## src/rtl/stall_unit_if.sv

```systemverilog
// ID-stage hazard inputs and stall outputs of the stall unit, bundled as one port.
// The FSM state is exported on fsm_state so checkers can follow the stall sequence.
interface stall_unit_if #(
  parameter int CNT_WIDTH = 32
);
  logic [6:0]           opcode_id;
  logic [4:0]           rs1_id;
  logic [4:0]           rs2_id;
  logic                 rs1_used_id;
  logic                 rs2_used_id;
  logic [4:0]           rd_ex;
  logic                 reg_write_ex;
  logic                 mem_read_ex;
  logic [4:0]           rd_mem;
  logic                 mem_read_mem;
  logic                 flush_id;
  logic                 stall;
  logic                 pc_en;
  logic                 if_id_en;
  logic                 id_ex_bubble;
  logic [CNT_WIDTH-1:0] stall_cnt;
  logic [1:0]           fsm_state;

  // Pipeline side: presents ID/EX/MEM info, consumes stall controls.
  modport master (
    output opcode_id, rs1_id, rs2_id, rs1_used_id, rs2_used_id,
           rd_ex, reg_write_ex, mem_read_ex, rd_mem, mem_read_mem, flush_id,
    input  stall, pc_en, if_id_en, id_ex_bubble, stall_cnt, fsm_state
  );

  modport slave (
    input  opcode_id, rs1_id, rs2_id, rs1_used_id, rs2_used_id,
           rd_ex, reg_write_ex, mem_read_ex, rd_mem, mem_read_mem, flush_id,
    output stall, pc_en, if_id_en, id_ex_bubble, stall_cnt, fsm_state
  );
endinterface

```

## src/rtl/stall_unit.sv

```systemverilog
// Load-use / branch-operand hazard detection for a 5-stage pipeline with ID-resolved
// branches. Stall is combinational from the inputs; the FSM shapes 2-cycle branch stalls.
module stall_unit #(
  parameter int CNT_WIDTH = 32
) (
  input  logic         clk,
  input  logic         reset,
  stall_unit_if.slave  bus
);
  localparam logic [6:0] OP_BR    = 7'b1100011;
  localparam logic [6:0] OP_JAL   = 7'b1101111;
  localparam logic [6:0] OP_JALR  = 7'b1100111;
  localparam logic [6:0] OP_LUI   = 7'b0110111;
  localparam logic [6:0] OP_AUIPC = 7'b0010111;

  localparam logic [1:0] ST_IDLE = 2'd0;
  localparam logic [1:0] ST_HOLD = 2'd1;
  localparam logic [1:0] ST_COOL = 2'd2;

  logic [1:0]           state_q, state_d;
  logic [CNT_WIDTH-1:0] cnt_q, cnt_d;
  logic                 stall_raw;
  logic                 stall;
  logic                 m_ex, m_mem;
  logic                 is_br, is_exempt;
  logic                 h2, h1;

  // x0 is hard-wired zero, so a write to it can never create a dependency.
  assign m_ex  = bus.reg_write_ex && (bus.rd_ex != 5'd0) &&
                 ((bus.rs1_used_id && (bus.rs1_id == bus.rd_ex)) ||
                  (bus.rs2_used_id && (bus.rs2_id == bus.rd_ex)));
  assign m_mem = bus.mem_read_mem && (bus.rd_mem != 5'd0) &&
                 ((bus.rs1_used_id && (bus.rs1_id == bus.rd_mem)) ||
                  (bus.rs2_used_id && (bus.rs2_id == bus.rd_mem)));

  assign is_br     = (bus.opcode_id == OP_BR);
  assign is_exempt = (bus.opcode_id == OP_JAL) || (bus.opcode_id == OP_JALR) ||
                     (bus.opcode_id == OP_LUI) || (bus.opcode_id == OP_AUIPC);

  // H2 is tested first so it wins over a simultaneous MEM-stage load match.
  assign h2 = is_br && m_ex && bus.mem_read_ex;
  assign h1 = (is_br && m_ex && !bus.mem_read_ex) ||
              (is_br && m_mem) ||
              (!is_br && !is_exempt && m_ex && bus.mem_read_ex);

  always_comb begin
    state_d   = state_q;
    stall_raw = 1'b0;
    case (state_q)
      ST_IDLE: begin
        if (!bus.flush_id) begin
          if (h2) begin
            stall_raw = 1'b1;
            state_d   = ST_HOLD;
          end else if (h1) begin
            stall_raw = 1'b1;
            state_d   = ST_COOL;
          end
        end
      end
      ST_HOLD: begin
        if (bus.flush_id) begin
          state_d = ST_IDLE;
        end else begin
          stall_raw = 1'b1;
          state_d   = ST_COOL;
        end
      end
      ST_COOL: state_d = ST_IDLE;
      default: state_d = ST_IDLE;
    endcase
  end

  // Reset overrides the stall immediately, even mid-HOLD.
  assign stall = stall_raw && !reset;

  always_comb begin
    cnt_d = cnt_q;
    if (stall && (cnt_q != {CNT_WIDTH{1'b1}})) cnt_d = cnt_q + 1'b1;
  end

  always_ff @(posedge clk) begin
    if (reset) begin
      state_q <= ST_IDLE;
      cnt_q   <= '0;
    end else begin
      state_q <= state_d;
      cnt_q   <= cnt_d;
    end
  end

  assign bus.stall        = stall;
  assign bus.pc_en        = !stall;
  assign bus.if_id_en     = !stall;
  assign bus.id_ex_bubble = stall;
  assign bus.stall_cnt    = cnt_q;
  assign bus.fsm_state    = state_q;
endmodule

```

## src/flat_wrapper.sv

```systemverilog
// flat-port wrapper written by rule: the top's interface ports become plain ports
module stall_unit_flat 
#(
  parameter int CNT_WIDTH = 32
)
  (clk, reset, bus_opcode_id, bus_rs1_id, bus_rs2_id, bus_rs1_used_id, bus_rs2_used_id, bus_rd_ex, bus_reg_write_ex, bus_mem_read_ex, bus_rd_mem, bus_mem_read_mem, bus_flush_id, bus_stall, bus_pc_en, bus_if_id_en, bus_id_ex_bubble, bus_stall_cnt, bus_fsm_state);
  stall_unit_if #(.CNT_WIDTH(CNT_WIDTH)) bus_i ();
  input  logic clk;
  input  logic reset;
  input wire logic [$bits(bus_i.opcode_id)-1:0] bus_opcode_id;
  input wire logic [$bits(bus_i.rs1_id)-1:0] bus_rs1_id;
  input wire logic [$bits(bus_i.rs2_id)-1:0] bus_rs2_id;
  input wire logic [$bits(bus_i.rs1_used_id)-1:0] bus_rs1_used_id;
  input wire logic [$bits(bus_i.rs2_used_id)-1:0] bus_rs2_used_id;
  input wire logic [$bits(bus_i.rd_ex)-1:0] bus_rd_ex;
  input wire logic [$bits(bus_i.reg_write_ex)-1:0] bus_reg_write_ex;
  input wire logic [$bits(bus_i.mem_read_ex)-1:0] bus_mem_read_ex;
  input wire logic [$bits(bus_i.rd_mem)-1:0] bus_rd_mem;
  input wire logic [$bits(bus_i.mem_read_mem)-1:0] bus_mem_read_mem;
  input wire logic [$bits(bus_i.flush_id)-1:0] bus_flush_id;
  output wire logic [$bits(bus_i.stall)-1:0] bus_stall;
  output wire logic [$bits(bus_i.pc_en)-1:0] bus_pc_en;
  output wire logic [$bits(bus_i.if_id_en)-1:0] bus_if_id_en;
  output wire logic [$bits(bus_i.id_ex_bubble)-1:0] bus_id_ex_bubble;
  output wire logic [$bits(bus_i.stall_cnt)-1:0] bus_stall_cnt;
  output wire logic [$bits(bus_i.fsm_state)-1:0] bus_fsm_state;
  assign bus_i.opcode_id = bus_opcode_id;
  assign bus_i.rs1_id = bus_rs1_id;
  assign bus_i.rs2_id = bus_rs2_id;
  assign bus_i.rs1_used_id = bus_rs1_used_id;
  assign bus_i.rs2_used_id = bus_rs2_used_id;
  assign bus_i.rd_ex = bus_rd_ex;
  assign bus_i.reg_write_ex = bus_reg_write_ex;
  assign bus_i.mem_read_ex = bus_mem_read_ex;
  assign bus_i.rd_mem = bus_rd_mem;
  assign bus_i.mem_read_mem = bus_mem_read_mem;
  assign bus_i.flush_id = bus_flush_id;
  assign bus_stall = bus_i.stall;
  assign bus_pc_en = bus_i.pc_en;
  assign bus_if_id_en = bus_i.if_id_en;
  assign bus_id_ex_bubble = bus_i.id_ex_bubble;
  assign bus_stall_cnt = bus_i.stall_cnt;
  assign bus_fsm_state = bus_i.fsm_state;
  stall_unit #(.CNT_WIDTH(CNT_WIDTH)) u_core (.clk(clk), .reset(reset), .bus(bus_i));
endmodule
```

## config.mk

```make
export PLATFORM = sky130hd
export DESIGN_NAME = stall_unit_flat
export DESIGN_NICKNAME = d
export VERILOG_FILES = /design/src/rtl/stall_unit_if.sv /design/src/rtl/stall_unit.sv /design/src/flat_wrapper.sv
export SDC_FILE = /design/constraint.sdc
export NUM_CORES = 1
export LEC_CHECK = 0
export BUFFER_PORTS_ARGS = -buffer_cell sky130_fd_sc_hd__buf_2
export CAP_MARGIN = 20
export CORE_MARGIN = 4
export CORE_UTILIZATION = 32
export CTS_CLUSTER_SIZE = 12
export DETAILED_ROUTE_END_ITERATION = 6
export GPL_TIMING_DRIVEN = 0
export PLACE_DENSITY_LB_ADDON = 0.1
export SLEW_MARGIN = 20
export SYNTH_ARGS = -nofsm -noshare
export SYNTH_HDL_FRONTEND = slang
export SYNTH_SLANG_ARGS = --single-unit
```

## constraint.sdc

```tcl
create_clock -name clk -period 2.8 [get_ports clk]
set_input_delay 0.28 -clock clk [delete_from_list [all_inputs] [get_ports clk]]
set_output_delay 0.28 -clock clk [all_outputs]
set_load 0.01 [all_outputs]
```

==> results of run 1 <==
## cells in the final DEF (no fill, tap or decap), types with 2 or more instances in the layout
master	n
and2_1	3
buf_4	3
nor2_1	8
clkinvlp_4	2
nor3_2	2
o21ai_1	14
a21oi_1	19
o21ai_2	2
o31ai_1	16
o41ai_1	2
nand2_1	17
or4_1	15
xnor2_1	4
nor3_1	3
clkbuf_1	5
xor2_1	17
clkbuf_8	5
inv_1	3
or3_1	12
a32oi_1	2
dfxtp_1	33
nand2b_1	2
o211ai_1	2
nand4_1	7
and3_1	6
and4_1	3
a21oi_2	8
nor4_1	6
nand3_1	17
buf_2	77
## report_power, final
| part | internal [mW] | total (mW) | switching (mW) |
|---|---|---|---|
| logic | 0.0387 | 0.0852 | 0.0465 |
| registers | 0.483 | 0.483 | 0.000122 |
| clock network | 0.265 | 0.471 | 0.206 |
## layout make-up
cell class                      instances  area [sq um]  area share
Sequential cell                        34           682       0.251
Timing Repair Buffer                   72           360       0.133
Clock buffer                            5          68.8      0.0253
Buffer                                 15          92.6      0.0341
Inverter                                4          15.0     0.00553
Tap cell                               77          96.3      0.0355
Clock inverter                          3          45.0      0.0166
Multi-Input combinational cell        205          1360       0.499
## cells by family (layout without fill, tap and decap cells)
| group | Yosys count | after routing | share of synthesized area |
|---|---|---|---|
| simple gates | 110 | 110 | 0.307 |
| compound gates | 72 | 72 | 0.225 |
| flops | 34 | 34 | 0.319 |
| xor+xnor | 21 | 21 | 0.0862 |
| buf+inv | 19 | 99 | 0.0504 |
| fa+ha+maj | 1 | 1 | 0.00586 |
| mux | 1 | 1 | 0.00703 |
## cells in the mapped netlist, types with 3 or more instances
cell type	number	area, sq um
buf_2	5	25.0
o21ai_1	14	70.1
and4_1	3	26.3
nand2_1	17	63.8
xnor2_1	4	35.0
and2_1	3	18.8
dfxtp_1	34	681
nor2_1	10	37.5
buf_4	3	22.5
o31ai_1	16	120
nand4_1	7	43.8
a21oi_1	19	95.1
nor3_1	3	15.0
or3_1	12	75.1
nand3_1	17	85.1
a21oi_2	8	70.1
or4_1	15	113
xor2_1	17	149
and3_1	6	37.5
inv_1	3	11.3
nor4_1	6	37.5
clkbuf_1	5	18.8
## worst min-delay path by stage
stage | slack [ns] | end | start
after floorplan | 0.44 | u_core.bus.fsm_state[0] | bus_mem_read_ex
after global routing | 0.29 | u_core.bus.fsm_state[0] | bus_mem_read_ex
final | 0.29 | u_core.bus.fsm_state[0] | bus_mem_read_ex
after global placement | 0.47 | u_core.bus.fsm_state[0] | u_core.bus.fsm_state[0]
after CTS | 0.27 | u_core.bus.fsm_state[0] | bus_mem_read_ex
after detailed placement | 0.47 | u_core.bus.fsm_state[0] | u_core.bus.fsm_state[0]
## state kept, by name (all words and copies together), names as in the netlist
name / cells
u_core.bus.fsm_state: 2
u_core.bus.stall_cnt: 32
## worst min-delay path: stages
cell and delay [ns]:
buf_2 0.11, nand3_1 0.09, nor3b_1 0.05
## routing by layer
layer  wire, microns  vias to the layer above
met4              48                        0
met2            2740                       48
met1            3060                     1058
met3             239                        7
li1                -                     1150
met5               0                        -
## metrics by stage
step           setup TNS (ns)  power (mW)  area, sq um
2_1_floorplan               0       0.535         2130
3_3_place_gp           -0.562       0.581         2590
3_5_place_dp           -0.292       0.580         2590
4_1_cts                     0        1.05         2710
5_1_grt                     0        1.07         2720
6_report                    0        1.04         2720
==> summary.txt, run 1 <==
drt wl/cell: 14.7 microns
drt via density: 5.45
antenna cell count: 0
power per cell area: 383 nW/um^2
met1 Usage GRT: 0.227
post-CTS sizing: 1
last element of the critical path: u_core.bus.stall_cnt[9]
Initial Utilization: 0.332
Syn Std Cell Area: 2130 sq um
Main synth FF type: dfxtp_1
crit path launch: u_core.bus.stall_cnt[1]
Final ANT Viol Nets: 0
unrepaired setup endpoints after global routing: false
grt met3 use: 0.0283
Least-Margin Pin Slew: 0.591 ns
Hold Buf Count CTS: 0
num ports: 73
Worst slew margin: 0.606
DPL Wire Length: 4660 microns
fin crit share: 0.930
Final #Nets: 373
num rows: 29
Yosys warning total: 0
Num CTS Buffers: 5
final core occ: 0.423
worst slack, placed: -0.0458 ns
Layout area overhead: 27.3%
hold path depth: 3
Skew-Pair Late Insertion Delay: 0.29 ns
setup ws final: 0.195 ns
die area: 8040 sq um
M2 GR Usage: 0.229
final setup violation count: 0
GP Congestion: 0.757
worst reg-to-reg path cell count: 10
MaxCap Viol Count: 0
syn nets: 294
number of global-route vias before repair: 1993
sequential fraction of the synthesis area: 0.319
drc violations: 0
number of synthesized flops with an enable pin: 0
Critical Path AT: 2.77 ns
reg2reg end: u_core.bus.stall_cnt[9]
clock tree buffer depth: 2
Final Hold Slack: 0.287 ns
CP max FO: 10
largest net degree at the start of global routing: 13
number of DRC markers in iteration 0: 117
Total GRT Usage: 0.153
routed vias: 2263
CTS tree: yes
critical path depth: 10
number of setup buffers added after CTS: 0
worst path cell trace: ha_1 > nand3_1 > or2_1 > or4_4 > o2111a_1 > o21ai_2 > buf_6 > buf_8 > xor2_1 > nor2_1
layout cells sized above 1: 0.325
Critical Path RT: 2.97 ns
Layout Cells excl Fill: 415
1st-pass router iterations: 4
Post-synth ARST share: 0
worst path bufs/invs: 2
Placed Cells: 407
Most Used Layer, Global Route: met2
Critical Path Max Stage Delay: 0.53 ns
min Tclk post-route: 2.60 ns
CTS root buffer: clkbuf_8
CP Launch Type: flip-flop
status: complete, no violations
first-pass GRT wire length: 9800 microns
critical path class: flip-flop to flip-flop
final-layout fill cell count: 663
Reg2Reg Launch Point: u_core.bus.stall_cnt[1]
Avg Cell Area, Syn: 8.27 sq um
initial antenna violation count: 0
GR Overflow Total: 0
Setup Skew: 0.00781 ns
die extent in y: 89.7 microns
VDD IR max: 0.000239 V
clock-pin transition on the worst setup and hold timing paths: 0.08 ns
Seq cells post-synth: 34
H-tree Lvls: 2
LEAKAGE: 1.02 nW
PortBufs: 72
critical path capture point type: flip-flop
Slew Viols, Final: 0
Final Hold Fails: 0
crit-path leading delay family: simple AND/OR/NAND/NOR gates
Core Area: 6420 sq um
slowest cell on the critical path: or4_4
drt total wl: 6090 microns
Sink Count: 34
worst min path class: input port to flip-flop
Achievable Freq: 384 MHz
die width: 89.7 microns
setup slack, reg-to-reg: 0.20 ns
post-synthesis cell type count: 47
Post-Synthesis Cells: 258
Note: power is estimated with default switching activity, not from simulation.
==> run 2, diff against run 1 <==
--- a/config.mk
+++ b/config.mk
@@ -5,12 +5,13 @@
 export SDC_FILE = /design/constraint.sdc
 export NUM_CORES = 1
 export LEC_CHECK = 0
-export BUFFER_PORTS_ARGS = -buffer_cell sky130_fd_sc_hd__buf_2
+export ABC_AREA = 1
 export CAP_MARGIN = 20
 export CORE_MARGIN = 4
 export CORE_UTILIZATION = 32
 export CTS_CLUSTER_SIZE = 12
 export DETAILED_ROUTE_END_ITERATION = 6
+export DONT_BUFFER_PORTS = 1
 export GPL_TIMING_DRIVEN = 0
 export PLACE_DENSITY_LB_ADDON = 0.1
 export SLEW_MARGIN = 20
==> run 2 against run 1 <==
  * Power is 3.8% lower
  * Critical endpoint is now bus_stall
  * Global-route usage up 1.9 points
  * Hold slack worse by 0.14 ns
  * Core utilization fell by 6.0 points
  * First-iteration DRC count increased by 26%
  * Fmax increased by 1.9%
  * Clock-buffer cell count is 3 higher
  * Largest power group unchanged
  * Critical path type is now flip-flop to output port
  * Critical path depth decreased by 5
  * Die area grew 27%
  * Clock power shrank 6.2%
  * Combinational power down 13%
  * Via count is 31% higher
==> summary.txt, run 2 <==
DPL Wire Length: 7020 microns (+51%)
Critical Path AT: 2.28 ns (-0.49 ns)
MaxCap Viol Count: 0 (unchanged)
CP Launch Type: flip-flop
critical path class: flip-flop to output port
VDD IR max: 0.000135 V (-43%)
worst path bufs/invs: 3 (+1)
Skew-Pair Late Insertion Delay: 0.29 ns (about the same)
Initial Utilization: 0.333 (+0.00112)
final setup violation count: 0 (unchanged)
commonest non-fill, non-tap cell in the layout: nand2_1
M2 GR Usage: 0.267 (+0.0380)
hold path depth: 2 (-1)
PortBufs: 0 (-100%)
sequential fraction of the synthesis area: 0.246 (-0.0729)
Critical Path RT: 2.52 ns (-0.45 ns)
Avg Cell Area, Syn: 5.73 sq um (-31%)
num rows: 33 (+14%)
die area: 10200 sq um (+27%)
LEAKAGE: 1.24 nW (+22%)
first-pass GRT wire length: 14100 microns (+43%)
antenna cell count: 0 (unchanged)
worst min path class: input port to flip-flop
num ports: 73 (unchanged)
drt wl/cell: 14.5 microns (-1.2%)
CP max FO: 10 (unchanged)
Reg2Reg Launch Point: u_core.bus.stall_cnt[0]
drt via density: 4.97 (-8.8%)
drc violations: 0 (unchanged)
Sink Count: 34 (unchanged)
die extent in y: 101 microns (+13%)
number of DRC markers in iteration 0: 147 (+26%)
layout cells sized above 1: 0.0530 (-0.272)
Core Area: 8300 sq um (+29%)
number of global-route vias before repair: 2825 (+42%)
critical path capture point type: output port
Main synth FF type: dfxtp_1
worst path cell trace: nor3_1 > buf_1 > nand2_1 > inv_1 > buf_4
Final Hold Fails: 0 (unchanged)
GR Overflow Total: 0 (unchanged)
min Tclk post-route: 2.56 ns (-0.0487 ns)
initial antenna violation count: 0 (unchanged)
clock-pin transition on the worst setup and hold timing paths: 0.08 ns (about the same)
power per cell area: 332 nW/um^2 (-13%)
crit path launch: u_core.bus.fsm_state[1]
GP Congestion: 0.912 (+20%)
Critical Path Max Stage Delay: 0.65 ns (+0.12 ns)
Post-synth ARST share: 0 (unchanged)
Post-Synthesis Cells: 483 (+87%)
setup ws final: 0.244 ns (+0.0487 ns)
Final ANT Viol Nets: 0 (unchanged)
slowest cell on the critical path: nor3_1
fin crit share: 0.913 (-0.0174)
Final #Nets: 526 (+41%)
drt total wl: 8640 microns (+42%)
most frequent cells after synthesis: nand2_1, nor2_1, inv_1, nand4_1, dfxtp_1
Final Hold Slack: 0.149 ns (-0.138 ns)
reg2reg end: u_core.bus.stall_cnt[23]
share of the synthesized area in the top cell type: 0.248 (-0.0707)
crit-path leading delay family: simple AND/OR/NAND/NOR gates
H-tree Lvls: 2 (unchanged)
Total GRT Usage: 0.172 (+0.0192)
Slew Viols, Final: 0 (unchanged)
die width: 101 microns (+13%)
final setup TNS: 0 ns (unchanged)
Seq cells post-synth: 34 (unchanged)
Hold Buf Count CTS: 0 (unchanged)
grt met3 use: 0.0464 (+0.0181)
clock tree buffer depth: 2 (unchanged)
post-synthesis cell type count: 28 (-40%)
status: complete, no violations
Setup Skew: 0.00435 ns (-0.00345 ns)
routed vias: 2964 (+31%)
worst reg-to-reg path cell count: 10 (unchanged)
hold path startpoint: bus_flush_id
most frequent cells in the layout: nand2_1, nor2_1, inv_1, nand4_1, dfxtp_1
1st-pass router iterations: 4 (unchanged)
unrepaired setup endpoints after global routing: false
CTS tree: yes
Yosys warning total: 0 (unchanged)
Worst slew margin: 0.500 (-0.106)
Syn Std Cell Area: 2770 sq um (+30%)
Achievable Freq: 391 MHz (+1.9%)
Synth area leader: nand2_1
max reg flops: 32 (unchanged)
met1 Usage GRT: 0.236 (+0.00901)
number of synthesized flops with an enable pin: 0 (unchanged)
Synth area leaders: nand2_1, dfxtp_1, nor2_1
CTS root buffer: clkbuf_8
setup slack, reg-to-reg: 0.28 ns (+0.08 ns)
most common cell in the netlist: nand2_1
Most Used Layer, Global Route: met2
Layout Cells excl Fill: 596 (+44%)
post-CTS sizing: 0 (-1)
Placed Cells: 588 (+44%)
Layout area overhead: 8.73%
largest net degree at the start of global routing: 11 (-2)
syn nets: 519 (+77%)
hold endpoint: u_core.bus.fsm_state[0]
number of setup buffers added after CTS: 0 (unchanged)
Num CTS Buffers: 5 (unchanged)
critical path depth: 5 (-5)
Least-Margin Pin Slew: 0.744 ns (+0.153 ns)
worst slack, placed: 0.286 ns (+0.332 ns)
[run 2: changes by cell type after synthesis, moves of 6 or more]
cell and delta:
nand2_1 +166, nor2_1 +55, inv_1 +42, nand4_1 +28
nand3b_1 +15, o31ai_1 -15, or4_1 -15, o21ai_1 -12
or3_1 -12, a21oi_1 +11, nor3_1 +9, a21oi_2 -8
and3_1 -6
[run 2: final cells by class]
class,count,area (sq um)
buffer,17,103
clock buffer,8,110
fill,931,5290
inverter,49,184
multi-input combinational,383,1800
sequential,34,681
tap,105,131
[run 2: how the worst max path moves through the flow]
stage / end
6_report: bus_stall
3_5_place_dp: u_core.bus.stall_cnt[19]
3_3_place_gp: u_core.bus.stall_cnt[19]
5_1_grt: bus_stall
4_1_cts: bus_stall
2_1_floorplan: u_core.bus.stall_cnt[19]
[run 2: per-stage QoR]
step                      power, mW  instance area (sq um)  utilization
after floorplan               0.553                   2770            -
after global placement        0.568                   2900        0.349
after detailed placement      0.569                   2900        0.349
after CTS                      1.02                   3010        0.363
after global routing           1.05                   3010        0.363
final                          1.00                   3010        0.363
[run 2: kinds of logic (layout without fill, tap and decap cells)]
logic type | after synthesis | after routing | share of synthesized area
flip-flops | 34 | 34 | 0.246
adder cells (fa/ha/maj) | 1 | 1 | 0.00452
XOR/XNOR | 15 | 15 | 0.0475
AO/OA/AOI/OAI | 36 | 36 | 0.0669
AND/OR/NAND/NOR | 331 | 331 | 0.532
buffers and inverters | 66 | 74 | 0.104
[run 2: where the power goes]
part	internal (mW)	switching [mW]	total (mW)
registers	0.483	0.000546	0.484
clock network	0.249	0.194	0.442
logic	0.0236	0.0505	0.0741
[run 2: routing by layer]
| layer | up-vias | wire length (microns) |
|---|---|---|
| li1 | 1571 | - |
| met1 | 1303 | 4040 |
| met2 | 81 | 3750 |
| met3 | 9 | 715 |
| met4 | 0 | 130 |
| met5 | - | 0 |
==> run 3, diff against run 2 <==
--- a/config.mk
+++ b/config.mk
@@ -13,6 +13,7 @@
 export DETAILED_ROUTE_END_ITERATION = 6
 export DONT_BUFFER_PORTS = 1
 export GPL_TIMING_DRIVEN = 0
+export MAX_ROUTING_LAYER = met4
 export PLACE_DENSITY_LB_ADDON = 0.1
 export SLEW_MARGIN = 20
 export SYNTH_ARGS = -nofsm -noshare
==> run 3 against run 2 <==
  * Critical path depth unchanged
  * Sequential share of layout area is 0.14 points higher
  * Sequential cell count unchanged
  * Register-to-register slack better by 0.04 ns
  * Clock power fell by 13%
  * Clock-buffer cell count is 1 lower
  * Power fell by 6.0%
  * Hold slack gained 0.0067 ns
  * Critical endpoint unchanged
==> summary.txt, run 3 (synthesized netlist as in run 2, its figures left out) <==
slowest cell on the critical path: nor3_1
num ports: 73 (unchanged)
GR Overflow Total: 0 (unchanged)
CP max FO: 10 (unchanged)
Layout area overhead: 8.05%
MaxCap Viol Count: 0 (unchanged)
Least-Margin Pin Slew: 0.721 ns (-0.0231 ns)
CTS tree: yes
worst min path class: input port to flip-flop
Final Hold Fails: 0 (unchanged)
Sink Count: 34 (unchanged)
Core Area: 8300 sq um (unchanged)
max reg flops: 32 (unchanged)
H-tree Lvls: 2 (unchanged)
number of setup buffers added after CTS: 0 (unchanged)
Final #Nets: 526 (unchanged)
antenna cell count: 0 (unchanged)
number of global-route vias before repair: 2858 (+1.2%)
Final Power: 0.940 mW (-6.0%)
critical path class: flip-flop to output port
die width: 101 microns (unchanged)
PortBufs: 0 (unchanged)
Num CTS Buffers: 5 (unchanged)
Critical Path RT: 2.52 ns (about the same)
critical path depth: 5 (unchanged)
first-pass GRT wire length: 14200 microns (+1.4%)
Final Hold Slack: 0.156 ns (+0.00672 ns)
worst reg-to-reg path cell count: 10 (unchanged)
min Tclk post-route: 2.51 ns (-0.0489 ns)
drt total wl: 8510 microns (-1.5%)
LEAKAGE: 1.24 nW (-0.75%)
unrepaired setup endpoints after global routing: false
DPL Wire Length: 6950 microns (-1.1%)
power per cell area: 314 nW/um^2 (-5.4%)
final setup TNS: 0 ns (unchanged)
Area after DPL: 2900 sq um (unchanged)
Skew-Pair Late Insertion Delay: 0.29 ns (about the same)
hold path depth: 2 (unchanged)
critical path capture point type: output port
status: complete, no violations
initial antenna violation count: 0 (unchanged)
final-layout fill cell count: 953 (+2.4%)
Setup Skew: 0.00236 ns (-0.00199 ns)
routed vias: 2986 (+0.74%)
Achievable Freq: 399 MHz (+2.0%)
final setup violation count: 0 (unchanged)
number of DRC markers in iteration 0: 128 (-13%)
die extent in y: 101 microns (unchanged)
commonest non-fill, non-tap cell in the layout: nand2_1
Slew Viols, Final: 0 (unchanged)
GP Congestion: 0.928 (+1.7%)
Worst slew margin: 0.516 (+0.0155)
VDD IR max: 0.000136 V (+0.69%)
1st-pass router iterations: 4 (unchanged)
Total GRT Usage: 0.179 (+0.00644)
drc violations: 0 (unchanged)
num rows: 33 (unchanged)
Initial Utilization: 0.333 (unchanged)
drt wl/cell: 14.3 microns (-1.5%)
drt via density: 5.01 (+0.74%)
die area: 10200 sq um (unchanged)
CTS root buffer: clkbuf_8
layout cells sized above 1: 0.0509 (-0.00204)
clock-pin transition on the worst setup and hold timing paths: 0.07 ns (about the same)
largest net degree at the start of global routing: 11 (unchanged)
Critical Path Max Stage Delay: 0.63 ns (-0.02 ns)
worst path cell trace: nor3_1 > buf_1 > nand2_1 > inv_1 > buf_4
Final ANT Viol Nets: 0 (unchanged)
Design Area, Final: 2990 sq um (-0.62%)
fin crit share: 0.895 (-0.0175)
crit-path leading delay family: simple AND/OR/NAND/NOR gates
post-CTS sizing: 0 (unchanged)
CP Launch Type: flip-flop
Hold Buf Count CTS: 0 (unchanged)
worst path bufs/invs: 3 (unchanged)
Critical Path AT: 2.23 ns (-0.05 ns)
most frequent cells in the layout: nand2_1, nor2_1, inv_1, nand4_1, dfxtp_1
clock tree buffer depth: 2 (unchanged)
-- run 3: metal layers --
layer	global-route usage	share of wire	up-vias	wire length (microns)
li1	-	-	1570	-
met1	0.236	0.47	1313	3960
met2	0.264	0.45	97	3790
met3	0.0554	0.081	6	690
met4	0.0470	0.0076	0	65
met5	-	0	-	0
-- run 3: power by group --
group          internal, mW  switching, mW  leakage, nW
Clock                 0.198          0.184       0.0482
Combinational        0.0236         0.0498        0.914
Sequential            0.484       0.000551        0.274
Total                 0.706          0.235         1.24
-- run 3: path summary, 6_finish.rpt --
kind	slack, ns	to	startpoint
worst min register to register	0.56	u_core.bus.stall_cnt[8]	u_core.bus.stall_cnt[8]
worst min-delay path	0.16	u_core.bus.fsm_state[0]	bus_flush_id
worst max-delay path	0.29	bus_stall	u_core.bus.fsm_state[1]
worst max register to register	0.32	u_core.bus.stall_cnt[23]	u_core.bus.stall_cnt[0]
-- run 3: cell type report --
cell class / count / area, sq um / share of cell area
plain buffers: 17 / 103 / 0.0343
clock buffers: 7 / 86.3 / 0.0289
clock inverters: 1 / 5.00 / 0.00167
inverters: 49 / 184 / 0.0615
multi-input cells: 383 / 1800 / 0.602
flip-flops and latches: 34 / 681 / 0.228
well taps: 105 / 131 / 0.0439
-- run 3: through the flow --
stage / util / setup WS [ns] / cells
after floorplan: - / 0.818 / 483
after global placement: 0.349 / 0.302 / 588
after detailed placement: 0.349 / 0.314 / 588
after CTS: 0.360 / 0.279 / 596
after global routing: 0.360 / 0.0928 / 596
final: 0.360 / 0.293 / 596
